File: src/rtl/usb_rx_pkg.sv
// usb_rx_pkg: receive-controller state encoding and sync pattern shared across the RX path
package usb_rx_pkg;
  typedef enum logic [2:0] {
    IDLE,
    SYNC_WAIT,
    SYNC_CHK,
    BYTE_WAIT,
    STORE,
    EOP_WAIT,
    ERR_WAIT,
    ERR_IDLE
  } rx_state_e;
  localparam logic [7:0] SYNC_BYTE = 8'h80;
endpackage

File: src/rtl/rx_bit_cnt.sv
// rx_bit_cnt: 3-bit bit-position counter with clear priority over count
module rx_bit_cnt (
  input  logic       clk,
  input  logic       rst,
  input  logic       clear,
  input  logic       count_en,
  output logic [2:0] count
);
  logic [2:0] count_q, count_d;
  always_comb count_d = clear ? 3'd0 : count_en ? count_q + 3'd1 : count_q;
  always_ff @(posedge clk) count_q <= rst ? 3'd0 : count_d;
  assign count = count_q;
endmodule

File: src/rtl/rx_ctrl.sv
// rx_ctrl: packet receive FSM driving timer enable, FIFO write strobe and sticky error flag
module rx_ctrl
  import usb_rx_pkg::*;
(
  input  logic       clk,
  input  logic       rst,
  input  logic       d_edge,
  input  logic       eop,
  input  logic       shift_en,
  input  logic       byte_rcvd,
  input  logic [7:0] rcv_data,
  output logic       rcving,
  output logic       w_enable,
  output logic       r_error
);
  rx_state_e  state_q, state_d;
  logic       r_error_q, r_error_d;
  logic [2:0] bit_cnt;
  logic       eop_shift, pkt_start;
  assign eop_shift = eop & shift_en;
  assign pkt_start = (state_q == IDLE) & d_edge;
  rx_bit_cnt u_bit_cnt (
    .clk      (clk),
    .rst      (rst),
    .clear    (pkt_start | byte_rcvd),
    .count_en (shift_en & rcving & ~byte_rcvd),
    .count    (bit_cnt)
  );
  always_ff @(posedge clk) begin
    state_q   <= rst ? IDLE : state_d;
    r_error_q <= rst ? 1'b0 : r_error_d;
  end
  always_comb begin
    state_d = state_q;
    case (state_q)
      IDLE:      state_d = d_edge ? SYNC_WAIT : IDLE;
      SYNC_WAIT: state_d = byte_rcvd ? SYNC_CHK : eop_shift ? ERR_WAIT : SYNC_WAIT;
      SYNC_CHK:  state_d = (rcv_data == SYNC_BYTE) ? BYTE_WAIT : ERR_WAIT;
      BYTE_WAIT: state_d = eop_shift ? ((byte_rcvd || bit_cnt != 3'd0) ? ERR_WAIT : EOP_WAIT)
                                     : byte_rcvd ? STORE : BYTE_WAIT;
      STORE:     state_d = BYTE_WAIT;
      EOP_WAIT:  state_d = d_edge ? IDLE : EOP_WAIT;
      ERR_WAIT:  state_d = eop_shift ? ERR_IDLE : ERR_WAIT;
      ERR_IDLE:  state_d = d_edge ? IDLE : ERR_IDLE;
      default:   state_d = IDLE;
    endcase
    r_error_d = pkt_start ? 1'b0 : (state_d == ERR_WAIT) ? 1'b1 : r_error_q;
  end
  always_comb begin
    rcving   = (state_q != IDLE) && (state_q != ERR_IDLE);
    w_enable = state_q == STORE;
    r_error  = r_error_q;
  end
endmodule

File: config.mk
export PLATFORM = sky130hd
export DESIGN_NAME = rx_ctrl
export DESIGN_NICKNAME = d
export VERILOG_FILES = /design/src/rtl/usb_rx_pkg.sv /design/src/rtl/rx_bit_cnt.sv /design/src/rtl/rx_ctrl.sv
export SDC_FILE = /design/constraint.sdc
export NUM_CORES = 1
export LEC_CHECK = 0
export ABC_AREA = 1
export BUFFER_PORTS_ARGS = -buffer_cell sky130_fd_sc_hd__buf_4
export CORE_MARGIN = 2
export CORE_UTILIZATION = 45
export DETAILED_ROUTE_END_ITERATION = 7
export GPL_ROUTABILITY_DRIVEN = 0
export HOLD_SLACK_MARGIN = 0.08
export PLACE_DENSITY = 0.7
export REMOVE_ABC_BUFFERS = 1
export SLEW_MARGIN = 10
export SYNTH_ARGS = -nofsm -noshare
export SYNTH_HDL_FRONTEND = slang
export SYNTH_SLANG_ARGS = --single-unit
File: constraint.sdc
create_clock -name clk -period 2.6 [get_ports clk]
set_clock_uncertainty 0.05 [all_clocks]
set_input_delay 0.13 -clock clk [delete_from_list [all_inputs] [get_ports clk]]
set_output_delay 0.13 -clock clk [all_outputs]
set_load 0.01 [all_outputs]
## Word level (Yosys, flattened, before mapping)

Cells that the tools add are included.

- Add/subtract/negate cells: 1
- $mul: 0
- Divide/modulo/power cells: 0
- Order comparisons: 0
- Eq/ne operators: 10
- Shifts and indexed selects: 0
- Multiplexer cells: 11
- Bitwise logic cells: 6
- Reductions and logical operators: 7

Operators by type and width:

| kind | count |
|---|---|
| 3-bit case mux with 8 select lines | 1 |
| 3-bit two-way mux | 7 |
| 3-bit equality test (second input constant) | 5 |
| 8-bit equality test (second input constant) | 1 |
| 3-bit by 2-bit equality test with 1-bit output (second input constant) | 2 |
| 3-bit nonzero test | 2 |
| 1-bit bitwise AND | 4 |
| 2-bit OR reduction | 2 |
| 3-bit by 1-bit adder with 3-bit output (second input constant) | 1 |
| 3-bit by 1-bit equality test with 1-bit output (second input constant) | 1 |
| 3-bit logical NOT | 1 |
| 3-bit != test (second input constant) | 1 |
| 1-bit two-way mux | 2 |
| 2-bit two-way mux | 1 |
| 1-bit logical AND | 1 |
| 1-bit logical OR | 1 |
| 1-bit inverter | 1 |
| 1-bit OR | 1 |

- Register bits: 7
- Latch bits: 0
- Bits in writable memories: 0
- Bits in read-only memories: 0
- Output and inout port bits: 3
- Memories kept: 0

## Longest topological paths before layout

- Depth after elaboration: 6
- Gate-level depth with buffers: 10

## Modules after synthesis

Synthesis repeated with hierarchy kept, for this count alone.

- Cells, all modules: 105
- Area, all modules: 566.8 um^2

By module, submodules not included:

| module | times used | cells each | area an instance (um^2) | sequential area each (um^2) |
|---|---|---|---|---|
| rx_ctrl | 1 | 86 | 427.9 | 80.1 |
| rx_bit_cnt | 1 | 19 | 138.9 | 60.1 |

## Least setup slack after synthesis

No wires, ideal clock.

- Kind: register -> register
- Start: register state_q[1]
- End: register u_bit_cnt.count_q[2] (netlist: u_bit_cnt.count[2])
- Arrival time: 1.087 ns
- Slack: 1.341 ns
- Cell stages (with the launch flop): 8
- Buffers on the path: 1
- Clock period less this slack: 1.259 ns
- Cells stage by stage: dfxtp_1 -> buf_6 -> nand2_1 -> inv_2 -> a21oi_2 -> nand3_2 -> nor3_1 -> nor3b_2

- Cells in the longest elaborated chain, start to end: 4
- Elaborated cells on any way between the ends: 9

Ends and longest elaborated chain:

| what | line | RTL |
|---|---|---|
| from (decl) | rx_ctrl.sv:16 | `rx_state_e state_q, state_d;` |
| from (signal assigned) | rx_ctrl.sv:30 | `state_q <= rst ? IDLE : state_d;` |
| 3-bit != test / 3-bit nonzero test (equally long branches) | rx_ctrl.sv:50 | `rcving = (state_q != IDLE) && (state_q != ERR_IDLE);` |
| 1-bit logical AND (*) | rx_ctrl.sv:50 |  |
| named net rcving | rx_ctrl.sv:12 | `output logic rcving,` |
| 1-bit bitwise AND (*) (2 in a row) | rx_ctrl.sv:26 | `.count_en (shift_en & rcving & ~byte_rcvd),` |
| to (signal assigned) | rx_bit_cnt.sv:11 | `always_ff @(posedge clk) count_q <= rst ? 3'd0 : count_d;` |
| to (decl) | rx_bit_cnt.sv:9 | `logic [2:0] count_q, count_d;` |

The timed path passes the listed nets; every way through them passes the cells marked *.
A chain may end at the register's enable or synchronous reset.

## Worst setup path after layout

- Start: register state_q[2]
- End: output port rcving

- Cells in the longest elaborated chain, start to end: 2
- Elaborated cells on any way between the ends: 3

Ends and longest elaborated chain:

| what | line |
|---|---|
| 3-bit != test / 3-bit nonzero test (equally long branches) | rx_ctrl.sv:50 |
| 1-bit logical AND (*) | rx_ctrl.sv:50 |
| to (decl) | rx_ctrl.sv:12 |

Mark *: on every way between the ends. The rest lies on a longest branch, timed or not.

==> out/metrics.yaml <==
run_status:
  status: "completed"
logic_synthesis:
  syn_area_per_cell_sq_um: 5.88
  synth_top_family_by_area: "simple AND/OR/NAND/NOR gates"
  yosys-top-cells-area: "dfxtp_1, nand2_1, nor2_1"
  synth.area.mux_share_pct: 0
  synth_top_area_share_pct: 22.9
  synth_ff_type: "dfxtp_1"
  yosysSeqAreaShare_pct: 22.9
  synth_cells: 104
  synth_warnings: 0
  post-synth-top-count-cell: "nand2_1"
  synth-edff-count: 0
  ys_ff_latch: 7
  netlist_area_sq_um: 612
  ys_async_sr_fraction_pct: 0
  yosys-top-cells-count: "nand2_1, nor2_1, inv_1, nand3_1, dfxtp_1"
  synthXorXnorAreaFrac_pct: 0
  synth_adder_area_share_pct: 4.09
  synth-compound-area-share_pct: 6.95
  synthSimpleGateAreaFrac_pct: 50.1
  synth.distinct_cells: 21
  yosysTopAreaCell: "dfxtp_1"
grt:
  antenna_found_initial: 0
  grt_pass1_vias: 535
  grt_usage_pct: 18.4
  grt_max_degree: 11
  grt_overflow: 0
  grt_pass1_wl_microns: 2050
critical_path:
  critPathCaptureType: "output port"
  startpoint_type: "flop"
  reg2reg_from: "state_q[2]"
  critPathMaxFanout: 10
  rrSetupSlack_ns: 1.17
  worstSetupPathType: "flop to output port"
  cp_data_required_time_ns: 2.42
  crit_arrival_ns: 1.29
  r2r_cells: 5
  r2r-end: "u_bit_cnt.count[0]"
place:
  pre_cts_slack_ns: 1.18
  placed_area_sq_um: 732
  place_inst: 133
  io_buffers: 16
  hpwl_microns: 1130
floorplanning:
  dieWidth_microns: 40.9
  die_h_microns: 40.9
  core_area_sq_mm: 0.00128
  die_area_sq_mm: 0.00167
  num_rows: 13
  initial_core_util_pct: 47.6
  design.portCount: 17
drt:
  drc: 0
  via_per_inst: 4.70
  post_drt_wl_per_cell_microns: 9.38
  initialDrtViolationCount: 5
  vias: 648
  drt_wl_total_microns: 1300
  drt_first_pass_iters: 4
  final_antenna_net_count: 0
clocking:
  insertion_delay_ns: 0.25
  h-tree-depth: 1
  clk_pin_slew_ns: 0.06
  post_cts_buffers: 0
  cts_root_buffer: "clkbuf_4"
  clock_path_buffers: 2
  clock-sinks: 7
  ctsHoldBuffers: 1
  cts_resized: 0
  cts_inserted_buffers: 3
  cts_tree: "yes"
finish:
  drive_gt1_share_pct: 26.0
  final_cell_area_sq_um: 768
  multi_input_area_sq_um: 374
  insertedDiodeCount: 0
  fin_cells: 138
  area_growth_pct: 25.6
  fillers: 146
  regArea_sq_um: 140
  final_util_pct: 59.8
  nets: 140
power_and_ir_drop:
  seqPwrFrac_pct: 31.4
  ir_drop_mv: 0.492
  combPwrFrac_pct: 52.3
  p_int_mw: 0.328
  power_mw: 0.617
  power.switching_mw: 0.288
  switching_share_pct: 46.8
  clkPwrFrac_pct: 16.3
  pwr_density_cell_mw_per_mm2: 803
  leakage_nw: 0.398
sta:
  setup_ws_ns: 1.13
  max_freq_mhz: 678
  rsz0062_at_grt: "no"
  setup_tns_ns: 0
  worstMarginPinSlew_ns: 0.459
  slew_headroom_pct: 69.3
  timing.hold.ws_ns: 0.148
  hold_viol_final: 0
  fin_crit_sh_pct: 56.7
  min_period_ns: 1.47
  setup_violations: 0
  slew_violations: 0
min_path:
  whs_path_depth: 3
  holdCritPathClass: "input port to flop"
  min_from: "shift_en"
  hold-path-endpoint: "u_bit_cnt.count[1]"
job:
  cap_violations: 0
[cell type report]
class	instances	area share (%)
clock buffers	4	3.42
inverters	21	10.3
multi-input cells	74	48.7
flip-flops and latches	7	18.2
well taps	15	2.44
repair buffers	17	16.9
[worst max-delay path: stages, from the launching register on]
cell and delay (ns):
dfxtp_1 0.60, nor3_2 0.11, a21oi_2 0.18, buf_4 0.15
[worst max-delay path by stage]
stage | start | to | slack, ns | cells after the start
3_5_place_dp | state_q[2] | u_bit_cnt.count[0] | 1.18 | 5
3_3_place_gp | state_q[2] | u_bit_cnt.count[0] | 1.19 | 5
5_1_grt | state_q[2] | u_bit_cnt.count[0] | 1.04 | 5
2_1_floorplan | state_q[2] | u_bit_cnt.count[2] | 1.27 | 5
6_report | state_q[2] | rcving | 1.13 | 3
4_1_cts | state_q[2] | rcving | 1.13 | 3
[power groups by stage]
| stage | Clock [mW] | Combinational, mW | Sequential [mW] |
|---|---|---|---|
| 3_5_place_dp | 0 | 0.324 | 0.196 |
| 4_1_cts | 0.105 | 0.327 | 0.193 |
| 5_1_grt | 0.107 | 0.375 | 0.198 |
| 3_3_place_gp | 0 | 0.322 | 0.195 |
| 2_1_floorplan | 0 | 0.233 | 0.184 |
| 6_report | 0.101 | 0.323 | 0.194 |
[layer usage]
metal	up-vias	share of wire (%)	global-route usage (%)
li1	354	-	-
met1	285	44	20.5
met2	7	52	33.2
met3	2	2.9	2.17
met4	0	1.4	10.0
met5	-	0	0
[flip-flops by register name (all words and copies together) (netlist names)]
signal	flops
u_bit_cnt.count	3
r_error	1
state_q	3
[kinds of logic (layout without fill, tap and decap cells)]
group | after synthesis | in the layout
flip-flops | 7 | 7
buffers and inverters | 23 | 42
adder cells (fa/ha/maj) | 2 | 2
AND/OR/NAND/NOR | 66 | 66
AO/OA/AOI/OAI | 6 | 6
[layout by cell type (no fill, tap or decap), types with 3 or more instances in the layout]
master	n
inv_1	19
dfxtp_1	7
clkbuf_4	3
nor2_2	3
nand2_1	24
nor2_1	22
buf_4	16
nand3_1	9
(Power assumes the default switching activity.)
